### src/rtl/uart_pkg.sv
// Shared UART definitions: line-level bit values, FSM state encodings and the
// baud divisor helper used by both the transmitter and the receiver.
package uart_pkg;

  localparam logic StartBit = 1'b0;
  localparam logic StopBit  = 1'b1;

  typedef enum logic [1:0] {
    StIdle  = 2'd0,
    StStart = 2'd1,
    StData  = 2'd2,
    StStop  = 2'd3
  } uart_state_e;

  function automatic int unsigned calc_bit_ticks(input int unsigned clk_freq,
                                                 input int unsigned baud_rate);
    return clk_freq / baud_rate;
  endfunction

endpackage

### src/rtl/uart_baud_tick.sv
// Free-running bit-period counter: counts 0..Ticks-1, wraps, and flags the
// final cycle of each bit period. Held at zero while clear is high.
module uart_baud_tick #(
  parameter int unsigned Ticks = 50
) (
  input  logic clk,
  input  logic rst,
  input  logic clear,
  output logic last
);

  localparam logic [15:0] LastCnt = 16'(Ticks - 1);

  logic [15:0] cnt_q;

  always_ff @(posedge clk or posedge rst) begin
    if (rst) begin
      cnt_q <= '0;
    end else if (clear || last) begin
      cnt_q <= '0;
    end else begin
      cnt_q <= cnt_q + 16'd1;
    end
  end

  assign last = (cnt_q == LastCnt);

endmodule

### src/rtl/uart_tx.sv
// 8N1 UART transmitter with a one-entry holding register so that a queued
// byte is launched straight out of the stop bit with no idle gap.
module uart_tx
  import uart_pkg::*;
#(
  parameter int unsigned CLK_FREQ  = 100000000,
  parameter int unsigned BAUD_RATE = 2000000
) (
  input  logic       clk,
  input  logic       rst,
  input  logic [7:0] tx_data_i,
  input  logic       tx_data_valid,
  output logic       tx_ready,
  output logic       tx,
  output logic       tx_busy,
  output logic       tx_done
);

  localparam int unsigned BitTicks = calc_bit_ticks(CLK_FREQ, BAUD_RATE);

  uart_state_e state_q;
  logic [7:0]  shift_q;
  logic [2:0]  bit_cnt_q;
  logic [7:0]  hold_data_q;
  logic        hold_valid_q;
  logic        hold_valid_d;
  logic        tx_ready_q;
  logic        tx_q;
  logic        busy_q;
  logic        done_q;
  logic        bit_last;
  logic        accept;
  logic        load;

  uart_baud_tick #(
    .Ticks(BitTicks)
  ) u_baud_tick (
    .clk  (clk),
    .rst  (rst),
    .clear(state_q == StIdle),
    .last (bit_last)
  );

  // A held byte is launched from idle or straight out of the final stop cycle.
  always_comb begin
    accept       = tx_data_valid && tx_ready_q;
    load         = hold_valid_q && ((state_q == StIdle) || ((state_q == StStop) && bit_last));
    hold_valid_d = accept || (hold_valid_q && !load);
  end

  always_ff @(posedge clk or posedge rst) begin
    if (rst) begin
      hold_valid_q <= 1'b0;
      hold_data_q  <= '0;
      tx_ready_q   <= 1'b1;
    end else begin
      hold_valid_q <= hold_valid_d;
      tx_ready_q   <= !hold_valid_d;
      if (accept) begin
        hold_data_q <= tx_data_i;
      end
    end
  end

  always_ff @(posedge clk or posedge rst) begin
    if (rst) begin
      state_q   <= StIdle;
      shift_q   <= '0;
      bit_cnt_q <= '0;
      tx_q      <= StopBit;
      busy_q    <= 1'b0;
      done_q    <= 1'b0;
    end else begin
      done_q <= 1'b0;
      case (state_q)
        StIdle: begin
          tx_q <= StopBit;
          if (load) begin
            state_q <= StStart;
            shift_q <= hold_data_q;
            tx_q    <= StartBit;
            busy_q  <= 1'b1;
          end
        end
        StStart: begin
          if (bit_last) begin
            state_q   <= StData;
            bit_cnt_q <= '0;
            tx_q      <= shift_q[0];
          end
        end
        StData: begin
          if (bit_last) begin
            shift_q   <= {1'b0, shift_q[7:1]};
            bit_cnt_q <= bit_cnt_q + 3'd1;
            if (bit_cnt_q == 3'd7) begin
              state_q <= StStop;
              tx_q    <= StopBit;
            end else begin
              tx_q <= shift_q[1];
            end
          end
        end
        StStop: begin
          if (bit_last) begin
            done_q <= 1'b1;
            if (load) begin
              state_q <= StStart;
              shift_q <= hold_data_q;
              tx_q    <= StartBit;
            end else begin
              state_q <= StIdle;
              busy_q  <= 1'b0;
            end
          end
        end
        default: begin
          state_q <= StIdle;
          tx_q    <= StopBit;
          busy_q  <= 1'b0;
        end
      endcase
    end
  end

  assign tx_ready = tx_ready_q;
  assign tx       = tx_q;
  assign tx_busy  = busy_q;
  assign tx_done  = done_q;

endmodule
### config.mk
export PLATFORM = sky130hd
export DESIGN_NAME = uart_tx
export DESIGN_NICKNAME = d
export VERILOG_FILES = /design/src/rtl/uart_pkg.sv /design/src/rtl/uart_baud_tick.sv /design/src/rtl/uart_tx.sv
export SDC_FILE = /design/constraint.sdc
export NUM_CORES = 1
export LEC_CHECK = 0
export BUFFER_PORTS_ARGS = -buffer_cell sky130_fd_sc_hd__buf_2
export CORE_MARGIN = 5
export CORE_UTILIZATION = 32
export CTS_BUF_LIST = sky130_fd_sc_hd__clkbuf_4 sky130_fd_sc_hd__clkbuf_8
export DETAILED_ROUTE_END_ITERATION = 16
export PLACE_DENSITY = 0.5
export SLEW_MARGIN = 20
export SYNTH_ARGS = -nofsm -noshare
export SYNTH_HDL_FRONTEND = slang
export SYNTH_SLANG_ARGS = --single-unit
### constraint.sdc
create_clock -name clk -period 3.8 [get_ports clk]
set_input_delay 0.57 -clock clk [delete_from_list [all_inputs] [get_ports clk]]
set_output_delay 0.57 -clock clk [all_outputs]
set_load 0.005 [all_outputs]
==> impl_metrics.env <==
export IMPL_fmax_ghz=0.413
export IMPL_yosys_top_cells_area="dfrtp_1 (48%), mux2_2 (14%), ha_1 (6.0%), nor2_1 (4.3%), xnor2_1 (2.9%)"
export IMPL_multi_input_area_um2=998
export IMPL_rrSetupSlack_ns=1.38
export IMPL_required_ns=3.99
export IMPL_crit_path_end_kind="flop"
export IMPL_p_leak_nw=1.08
export IMPL_core_area_um2=6390
export IMPL_reg2reg_depth=5
export IMPL_cts_sinks=42
export IMPL_synth_edf_count=0
export IMPL_maxSlewViolCount=0
export IMPL_post_cts_resized=0
export IMPL_gp_congestion=0.722
export IMPL_numPortBuffers=14
export IMPL_synth_top_cell_by_area="dfrtp_1"
export IMPL_async_flop_share=1.00
export IMPL_hold_viol=0
export IMPL_tns_ns=0
export IMPL_grt_overflow_total=0
export IMPL_period_needed_ns=2.42
export IMPL_drtIter0Drc=76
export IMPL_worstMarginPinSlew_ns=0.669
export IMPL_synthFlopType="dfrtp_1"
export IMPL_yosys_area_top_type_share=0.476
export IMPL_antenna_found_initial=0
export IMPL_min_path_type="input pin to asynchronous set/reset pin"
export IMPL_firstDrtPassIters=4
export IMPL_grt_max_degree=43
export IMPL_ys_seq_area_frac=0.501
export IMPL_initial_utilization=0.329
export IMPL_grt_pass1_vias=1421
export IMPL_wl_per_cell_um=13.9
export IMPL_syn_inst=184
export IMPL_cap_viol_max_count=0
export IMPL_cts_hold_buffers=0
export IMPL_arrival_ns=2.61
export IMPL_area_growth_pct=11.6
export IMPL_nets=222
export IMPL_path_max_fanout=16
export IMPL_place_inst=271
export IMPL_nFillCells=631
export IMPL_critical_path_class="flop to flop"
export IMPL_register_area_um2=1050
export IMPL_yosysWarnings=0
export IMPL_hpwl_um=2570
export IMPL_path_clk_slew_ns=0.08
export IMPL_grt_setup_unrepaired="false"
export IMPL_syn_num_nets=205
export IMPL_cts_tree="done"
export IMPL_synth_area_um2=2100
export IMPL_htreeDepth=2
export IMPL_routed_wl_um=3870
export IMPL_vias=1368
export IMPL_pin_count=15
export IMPL_ant_nets=0
export IMPL_cp_start_kind="flop"
export IMPL_cts_root_buffer="clkbuf_8"
export IMPL_clock_latency_ns=0.30
export IMPL_maxSlewHeadroom=0.554
export IMPL_die_h_um=91.0
export IMPL_antenna_cells=0
export IMPL_ir_drop_v=0.000235
export IMPL_clockBufferDepth=2
export IMPL_layout_cells_non_filler=279
export IMPL_setup_viol=0
export IMPL_post_cts_buffers=0
export IMPL_status="complete, no violations"
export IMPL_r2r_end="shift_q[4]"
export IMPL_power_density_nw_per_um2=378
export IMPL_rr_startpoint="state_q[0]"
export IMPL_rows=29
export IMPL_dieArea_um2=8290
export IMPL_drive_gt1_frac=0.267
export IMPL_gr_usage_all_layers=0.0984
export IMPL_die_width_um=91.0
export IMPL_synth_distinct_cells=35
export IMPL_fin_crit_sh=0.637
export IMPL_drc=0
export IMPL_finClkSkew_ns=0.00584
export IMPL_avgSynthCellArea_um2=11.4
export IMPL_drt_vias_per_instance=4.90
export IMPL_ys_ff_latch=42
export IMPL_cts_buffers=5
export IMPL_grt_pass1_wl_um=6730
## routing by layer
layer,share of wire,vias up,global-route usage
met3,0.041,7,0.0264
met4,0.018,0,0.0379
met2,0.44,24,0.146
met5,0,-,0
li1,-,672,-
met1,0.50,665,0.137
## state kept, by name, summed over array words and instances (netlist names)
signal and cells:
u_baud_tick.cnt_q 16, hold_data_q 8, shift_q 8, bit_cnt_q 3
state_q 2, hold_valid_q 1, tx 1, tx_busy 1
tx_done 1, tx_ready 1
## layout by cell type (no fill, tap or decap), drive strengths merged, types with 2 or more instances in the layout
cell type  synthesis  layout
dfrtp             40      40
mux2              26      26
xnor2              7       7
ha                10      10
nand3              5       5
buf                3      15
clkinv             0       2
nor3               3       3
nand4              5       5
a21oi              7       7
and4               2       2
inv                6       5
nor2              24      24
xor2               7       7
o21ai              2       2
nand2             11      11
and2               4       4
dfstp              2       2
a22o               5       5
nor2b              2       2
clkbuf             2       6
## layout make-up
cell class                      count  share of cell area
Sequential cell                    42               0.450
Multi-Input combinational cell    131               0.426
Tap cell                           77              0.0411
Clock buffer                        6              0.0352
Timing Repair Buffer               15              0.0331
Inverter                            6             0.00961
Clock inverter                      2             0.00534
## synthesized netlist by cell type (2+ instances only)
master and count:
and4_1 2, a22o_1 5, xnor2_1 7, dfstp_2 2, inv_1 6, xor2_1 7, ha_1 10, mux2_2 26
nand2_1 11, nor2_1 24, buf_2 2, a21oi_1 6, and2_1 4, nand4_1 5, dfrtp_1 40, nor3_1 3
nand3_1 5, nor2b_1 2
## cells by family after synthesis
logic type,synth area share
DFF,0.501
adders and majority gates,0.0596
and+or+nand+nor,0.146
buffers and inverters,0.0232
AOI/OAI and AO/OA,0.0721
xor gates and xnor gates,0.0584
muxes,0.139
## metrics by stage
| stage | util | setup slack, ns | hold slack [ns] | total power, W | cell area, µm² |
|---|---|---|---|---|---|
| floorplan | - | 1.73 | 0.471 | 0.000563 | 2100 |
| global placement | 0.352 | 1.37 | 0.489 | 0.000584 | 2250 |
| detailed placement | 0.352 | 1.36 | 0.488 | 0.000585 | 2250 |
| CTS | 0.367 | 1.35 | 0.403 | 0.000900 | 2340 |
| global route | 0.367 | 1.19 | 0.439 | 0.000933 | 2340 |
| finish | 0.367 | 1.38 | 0.387 | 0.000885 | 2340 |
## worst max-delay path, cell delays in order (launching register included)
cell	delay, ns
dfrtp_1	0.42
inv_1	0.13
ha_1	0.45
or4bb_1	0.61
a21oi_4	0.32
mux2_2	0.37
## worst max path at each step
stage	from	endpoint	slack, ns	cells after the start
6_report	state_q[0]	shift_q[4]	1.38	5
5_1_grt	u_baud_tick.cnt_q[1]	state_q[0]	1.19	7
4_1_cts	state_q[0]	shift_q[3]	1.35	5
3_5_place_dp	state_q[0]	shift_q[3]	1.36	5
3_3_place_gp	state_q[0]	shift_q[5]	1.37	5
2_1_floorplan	state_q[0]	shift_q[0]	1.73	6
## report_power, final
group          internal, W  switching (W)   total, W
combinational    0.0000504      0.0000267  0.0000771
sequential        0.000480      0.0000164   0.000497
clock             0.000146       0.000165   0.000312
(Power assumes the default switching activity.)
